--- config.mk ---
export PLATFORM = sky130hd
export DESIGN_NAME = irq_arbiter
export DESIGN_NICKNAME = d
export VERILOG_FILES = /design/src/rtl/irq_pkg.sv /design/src/rtl/irq_prio_enc.sv /design/src/rtl/irq_arbiter.sv
export SDC_FILE = /design/constraint.sdc
export NUM_CORES = 1
export LEC_CHECK = 0
export CAP_MARGIN = 20
export CORE_MARGIN = 2
export CORE_UTILIZATION = 44
export DETAILED_ROUTE_END_ITERATION = 10
export PLACE_DENSITY_LB_ADDON = 0.1
export SYNTH_ARGS = -nofsm -noshare
export SYNTH_HDL_FRONTEND = slang
export SYNTH_SLANG_ARGS = --single-unit
--- constraint.sdc ---
create_clock -name clk -period 1.93 [get_ports clk]
set_input_delay 0.386 -clock clk [delete_from_list [all_inputs] [get_ports clk]]
set_output_delay 0.386 -clock clk [all_outputs]
set_load 0.05 [all_outputs]
--- src/rtl/irq_pkg.sv ---
// Shared definitions for the interrupt arbiter: bridge register map,
// CTRL bit positions and the request/service FSM encoding.
package irq_pkg;

  localparam logic [1:0] ADDR_CTRL = 2'd0;
  localparam logic [1:0] ADDR_MASK = 2'd1;
  localparam logic [1:0] ADDR_PEND = 2'd2;
  localparam logic [1:0] ADDR_VEC  = 2'd3;

  localparam int CTRL_GEN_BIT = 8;
  localparam int VEC_VALID_BIT = 31;

  typedef enum logic [1:0] {
    ST_IDLE  = 2'd0,
    ST_REQ   = 2'd1,
    ST_INSVC = 2'd2
  } state_e;

endpackage

--- src/rtl/irq_prio_enc.sv ---
// Combinational priority encoder: reports the lowest set index of req_i,
// which is the highest-priority interrupt source.
module irq_prio_enc
  import irq_pkg::*;
#(
  parameter int N_SRC = 6,
  parameter int ID_W  = (N_SRC > 1) ? $clog2(N_SRC) : 1
) (
  input  logic [N_SRC-1:0] req_i,
  output logic [ID_W-1:0]  id_o,
  output logic             valid_o
);

  always_comb begin
    // NOTE: every output gets a default before any conditional assignment,
    // otherwise synthesis infers a latch to hold the old value.
    id_o    = '0;
    valid_o = 1'b0;
    // Scanning downwards lets the lowest set index be the last writer.
    for (int i = N_SRC - 1; i >= 0; i--) begin
      if (req_i[i]) begin
        id_o    = ID_W'(i);
        valid_o = 1'b1;
      end
    end
  end

endmodule

--- src/rtl/irq_arbiter.sv ---
// Interrupt arbiter between device sources and CP0: latches requests,
// applies mask/enable and sequences request -> acknowledge -> EOI.
module irq_arbiter
  import irq_pkg::*;
#(
  parameter int N_SRC = 6
) (
  input  logic             clk,
  input  logic             reset,
  input  logic [N_SRC-1:0] irq_src,
  input  logic             we,
  input  logic [1:0]       addr,
  input  logic [31:0]      wdata,
  output logic [31:0]      rdata,
  output logic [N_SRC-1:0] hwint,
  input  logic             int_ack
);

  localparam int ID_W = (N_SRC > 1) ? $clog2(N_SRC) : 1;

  state_e           state_q, state_d;
  logic [N_SRC-1:0] edge_mode_q, edge_mode_d;
  logic [N_SRC-1:0] mask_q, mask_d;
  logic [N_SRC-1:0] pend_q, pend_d;
  logic [N_SRC-1:0] src_q;
  logic             gen_q, gen_d;
  logic [ID_W-1:0]  cur_id_q, cur_id_d;

  logic [ID_W-1:0]  sel_id;
  logic             sel_valid;
  logic [N_SRC-1:0] active, cur_onehot, edge_set, w1c_clr, ack_clr;
  logic             wr_ctrl, wr_mask, wr_pend, wr_vec, take_ack;
  logic             unused_wdata;

  assign wr_ctrl = we && (addr == ADDR_CTRL);
  assign wr_mask = we && (addr == ADDR_MASK);
  assign wr_pend = we && (addr == ADDR_PEND);
  assign wr_vec  = we && (addr == ADDR_VEC);

  // Bits with no register behind them are write-ignored.
  assign unused_wdata = ^{wdata[31:CTRL_GEN_BIT+1], wdata[CTRL_GEN_BIT-1:N_SRC]};

  assign active     = pend_q & mask_q & {N_SRC{gen_q}};
  assign cur_onehot = N_SRC'(1) << cur_id_q;

  irq_prio_enc #(
    .N_SRC (N_SRC),
    .ID_W  (ID_W)
  ) u_prio_enc (
    .req_i   (active),
    .id_o    (sel_id),
    .valid_o (sel_valid)
  );

  always_comb begin
    state_d  = state_q;
    cur_id_d = cur_id_q;
    take_ack = 1'b0;
    hwint    = '0;
    unique case (state_q)
      ST_IDLE: begin
        if (sel_valid) begin
          state_d  = ST_REQ;
          cur_id_d = sel_id;
        end
      end
      ST_REQ: begin
        hwint = cur_onehot;
        // A withdrawn request cancels the presentation, even against an ack.
        if (!active[cur_id_q]) begin
          state_d = ST_IDLE;
        end else if (int_ack) begin
          state_d  = ST_INSVC;
          take_ack = 1'b1;
        end
      end
      ST_INSVC: begin
        if (wr_vec) state_d = ST_IDLE;
      end
      default: state_d = ST_IDLE;
    endcase
  end

  // Edge sources: a new edge beats any same-cycle clear; level sources track the pin.
  assign edge_set = edge_mode_q & irq_src & ~src_q;
  assign w1c_clr  = wr_pend  ? (wdata[N_SRC-1:0] & edge_mode_q) : '0;
  assign ack_clr  = take_ack ? (cur_onehot & edge_mode_q) : '0;
  assign pend_d   = (edge_mode_q & ((pend_q & ~w1c_clr & ~ack_clr) | edge_set))
                  | (~edge_mode_q & irq_src);

  assign edge_mode_d = wr_ctrl ? wdata[N_SRC-1:0] : edge_mode_q;
  assign gen_d       = wr_ctrl ? wdata[CTRL_GEN_BIT] : gen_q;
  assign mask_d      = wr_mask ? wdata[N_SRC-1:0] : mask_q;

  always_ff @(posedge clk) begin
    // NOTE: state registers use non-blocking assignments so every flop
    // samples the pre-edge values, independent of statement order.
    if (reset) begin
      state_q     <= ST_IDLE;
      edge_mode_q <= '0;
      gen_q       <= 1'b0;
      mask_q      <= '0;
      pend_q      <= '0;
      src_q       <= '0;
      cur_id_q    <= '0;
    end else begin
      state_q     <= state_d;
      edge_mode_q <= edge_mode_d;
      gen_q       <= gen_d;
      mask_q      <= mask_d;
      pend_q      <= pend_d;
      src_q       <= irq_src;
      cur_id_q    <= cur_id_d;
    end
  end

  always_comb begin
    rdata = '0;
    case (addr)
      ADDR_CTRL: begin
        rdata[N_SRC-1:0]    = edge_mode_q;
        rdata[CTRL_GEN_BIT] = gen_q;
      end
      ADDR_MASK: rdata[N_SRC-1:0] = mask_q;
      ADDR_PEND: rdata[N_SRC-1:0] = pend_q;
      default: begin
        rdata[VEC_VALID_BIT] = (state_q != ST_IDLE);
        rdata[ID_W-1:0]      = cur_id_q;
      end
    endcase
  end

endmodule

### Word-level counts from Yosys, hierarchy flattened

Index checks and enable logic that the tools add are counted.

| cells by class | value |
|---|---|
| $lt $le $gt $ge | 1 |
| equality and inequality tests | 8 |
| shift operators | 1 |
| muxes and demuxes | 29 |
| bitwise operators | 16 |
| reduce and logical (&&, ||, !) cells | 10 |

Operators by type and width:

| operator | number |
|---|---|
| $and 6x6->6 | 10 |
| $not 6->6 | 4 |
| $mux 3 | 6 |
| $mux 6 | 3 |
| $pmux 3 s3 | 2 |
| $mux 1 | 12 |
| $or 6x6->6 | 2 |
| $mux 2 | 4 |
| $eq 2x2->1 const B | 3 |
| $pmux 2 s3 | 1 |
| $shl 1x3->6 const A | 1 |
| $eq 2x1->1 const B | 2 |
| $logic_and 1x1->1 | 4 |
| $logic_not 2->1 | 2 |
| $lt 3x4->1 const B | 1 |
| $ne 2x2->1 const B | 2 |
| $bmux 1 s3 | 1 |
| $ne 3x3->1 const B | 1 |
| $reduce_and 3->1 | 1 |
| $reduce_or 3->1 | 1 |
| $reduce_and 2->1 | 1 |
| $reduce_bool 2->1 | 1 |

| word-level totals | value |
|---|---|
| bits in registers | 30 |
| output and inout port bits | 38 |

### Depth between registers and ports, before layout

Gate-level depths: netlist of the first run.

| logic depth | value |
|---|---|
| depth in word-level cells | 12 |
| depth in mapped cells | 5 |

### By module

A second synthesis of the first run with hierarchy kept.

| unflattened totals | value |
|---|---|
| cell total of the unflattened synthesis | 207 |
| area total of the unflattened synthesis | 1818.0 µm² |

Modules (own cells, without submodules):

| module | times used | cells an instance | area an instance (µm²) | sequential area each (µm²) |
|---|---|---|---|---|
| irq_arbiter | 1 | 197 | 1760.4 | 600.6 |
| irq_prio_enc | 1 | 10 | 57.6 | 0.0 |

### Worst setup path before layout of the first run

Ideal clock, no wire load.

| timing | value |
|---|---|
| kind | register -> output |
| from | register cur_id_q[1] |
| to | output hwint[0] |
| arrival time | 2.055 ns |
| required time | 1.544 ns |
| path slack | -0.511 ns |
| stages on the path, launching flop included | 3 |
| path through | dfxtp_1 > clkbuf_1 > nor4_1 |

| on the way | value |
|---|---|
| cells in the longest elaborated chain, start to end | 2 |

Ends and longest elaborated chain:

| what | line | source |
|---|---|---|
| start: declaration | irq_arbiter.sv:27 | `logic [ID_W-1:0] cur_id_q, cur_id_d;` |
| start signal: assignment | irq_arbiter.sv:113 | `cur_id_q <= cur_id_d;` |
| $shl 1x3->6 | irq_arbiter.sv:44 | `assign cur_onehot = N_SRC'(1) << cur_id_q;` |
| $mux 6 | irq_arbiter.sv:60 | `unique case (state_q)` |
| end: declaration | irq_arbiter.sv:15 | `output logic [N_SRC-1:0] hwint,` |

No other way between the ends.

### Worst setup path after layout of the first run

| timing | value |
|---|---|
| from | register cur_id_q[1] |
| to | output hwint[5] |

The elaborated chain is that of the path after synthesis.

==> results of run 1 <==
[cells in the final DEF, fill, tap and decap left out, types with 3 or more instances in the layout]
cell type	synthesis	routed
a211oi_1	6	6
a22o_1	6	6
buf_12	0	12
buf_4	24	15
clkbuf_8	0	6
clkdlybuf4s50_1	0	16
conb_1	1	24
dfxtp_1	30	27
dfxtp_2	0	3
mux2i_1	16	16
mux4_2	3	3
nand2_1	27	27
nand3_1	4	4
nand4_1	6	6
nand4b_1	3	3
nor2_1	24	22
nor2b_1	7	6
o21ai_0	7	4
[critical path, delay by kind of cell (launching register included)]
kind / cells / cell delay [ps]
AND/OR/NAND/NOR: 2 / 640
flip-flops: 1 / 400
buffers and inverters: 1 / 160
[area by class of cell]
type	count	area [um2]
Tap cell	48	60.06
Multi-Input combinational cell	160	1020
Clock buffer	6	82.58
Timing Repair Buffer	45	526.8
Inverter	2	7.507
Fill cell	325	1355
Clock inverter	2	60.06
Sequential cell	30	604.3
[final timing paths]
kind | start | to | slack (ps) | depth (start not counted)
hold reg to reg | src_q[1]$_SDFF_PP0_ | pend_q[1]$_SDFF_PP0_ | 490 | 3
hold / removal | src_q[1]$_SDFF_PP0_ | pend_q[1]$_SDFF_PP0_ | 490 | 3
setup reg to reg | cur_id_q[1]$_SDFFE_PP0P_ | pend_q[4]$_SDFF_PP0_ | 360 | 4
setup / recovery | cur_id_q[1]$_SDFFE_PP0P_ | hwint[5] | 80 | 3
[sequential cells by signal, indices dropped and copies added, names as in the netlist]
signal,cells
state_q,2
gen_q,1
edge_mode_q,6
pend_q,6
mask_q,6
src_q,6
cur_id_q,3
[timing repair]
action	4_1_cts	5_1_grt
buffers inserted	0	0
hold buffers	0	0
resized for setup	8	3
setup endpoints to repair	12	4
[per-stage QoR]
stage            util  cell area [um2]  TNS (ps)  hold slack [ps]
6_report       0.6354             2361         0            486.9
5_1_grt        0.6354             2361         0            503.9
4_1_cts        0.6357             2362         0            487.9
3_5_place_dp   0.5926             2202     -4672            471.5
3_3_place_gp   0.5926             2202     -4403            462.0
2_1_floorplan       -             1833     -1023            443.1
[power by group through the flow]
stage	Clock [uW]	Sequential, uW	Combinational [uW]
after floorplan	0	671	238
after global placement	0	677	289
after detailed placement	0	679	293
after CTS	799	665	293
after global routing	829	669	311
final	790	666	293
[cells by family (layout without fill, tap and decap cells)]
kind of cell / count (synthesis) / after routing / share of synthesized area
AO/OA/AOI/OAI: 28 / 28 / 0.1153
buffers and inverters: 36 / 55 / 0.1333
flip-flops: 30 / 30 / 0.3458
multiplexers: 20 / 20 / 0.1463
other: 1 / 24 / 0.002159
AND/OR/NAND/NOR: 88 / 88 / 0.2572
[metal layers]
metal / wire, um / vias up
li1: - / 758
met1: 1820 / 728
met2: 2055 / 51
met3: 215 / 7
met4: 55 / 0
met5: 0 / -
==> impl_results.md, run 1 <==
* First-pass GRT wire length at 6893 um
* Bufs on Longest Clock Path at 2
* Cells after Synth at 203
* RD Place Congestion at 0.8857
* Largest net degree at the start of global routing at 19
* Synth cell types at 39
* GR Util met1 at 0.2552
* Clk network pwr share at 0.452
* Commonest cells in the netlist: dfxtp_1 (30), nand2_1 (27), buf_4 (24), nor2_1 (24), mux2i_1 (16)
* Synth-to-layout area growth at 35.95%
* Max-cap violations at 0
* CP max stage delay at 440 ps
* Crit-path cells: or3b_1 > nor2_2 > buf_12
* CTS tree: built
* Pre-CTS setup slack at -280.1 ps
* Clk root buf: clkbuf_8
* Most used DFF post-synth: dfxtp_1
* Layer carrying the most global-route usage: met2
* Synth warn at 0
* Final hold viol count at 0
* Met2 usage at 0.3613
* Run status: completed
* Power density over cell area at 740.7 mW/mm2
* Clk sinks at 30
* Detailed-route DRC error count at 0
* Nets at 288
* Clock buffer count from CTS at 5
* Grt ovf at 0
* Die Area at 0.004466 mm2
* Placeable Area at 0.003716 mm2
* CP endpoint kind: output pin
* Worst setup SP type: flip-flop
* Fin crit share at 0.9603
* Vias at 1,544
* Top cell type by total area after synthesis: dfxtp_1
* Sequential area share after synthesis at 0.3458
* CP Max Fanout at 12
* Crit path DAT at 1470 ps
* Pre-antenna DRT Iters at 4
* Vias in the first global route at 1,454
* Most frequent cell after synthesis: dfxtp_1
* N_diodes at 0
* Crit path kind: reg -> out
* H-tree levels at 2
* P_sw at 456.2 uW
* Setup ws final at 76.70 ps
* Pwr Total at 1749 uW
* Critical path data required time at 1540 ps
* Worst skew pair latency at 280 ps
* Clk_skew at 2.897 ps
* Syn Area/Cell at 8.555 um2
* IO buf count at 32
* Final setup fails at 0
* Ranking of synthesized cells by area: dfxtp_1 (35%), buf_4 (10%), mux2i_1 (9.2%)
* Combinational Power Share at 0.168
* Die Span X at 66.83 um
* Vias/cell at 5.270
* Worst hold path class: reg -> reg
* Net Sw Frac at 0.2608
* Slowest cell on crit path: or3b_1
* Synthesized area at 0.001737 mm2
* Leak at 0.0009389 uW
* Routed length per placed instance at 14.15 um
* Detailed placement HPWL at 3257 um
* WL final at 4146 um
* GR Layer Usage met3 at 0.03716
* Unrepaired setup endpoints after global routing: false
* Non-filler cells, final at 293
* FFs w/ async S/R, synth at 0
* Die H at 66.83 um
* Layout cells sized above 1 at 0.2041
* Dpl cells at 285
* Initial core utilization at 0.4673
* Sequential share of power at 0.381
* 1st-iter DRT viols at 91
* Min Tclk post-route at 1853 ps
* Io pins at 82
* Yosys top cell area share at 0.3458
* CTS clk-pin slew, worst paths at 70 ps
* Internal at 1293 uW
* Row Count at 22
* Initial antenna violation count at 0
* GRT Total Usage at 0.2059
* Fin. max-slew vios at 0
* Remaining antenna violation count at 0
* Register bit total from synthesis at 30
* Worst vdd ir at 437.3 uV
* Maximum clock rate at 539.6 MHz
* EDFF count, synth at 0
Power figures use the tool's default switching activity.
==> run 2, diff against run 1 <==
CAP_MARGIN = 10   (was 20)
CTS_CLUSTER_DIAMETER = 50   (was unset)
==> results of run 2 <==
The final DEF is identical to that of run 1; final timing and power are the same.
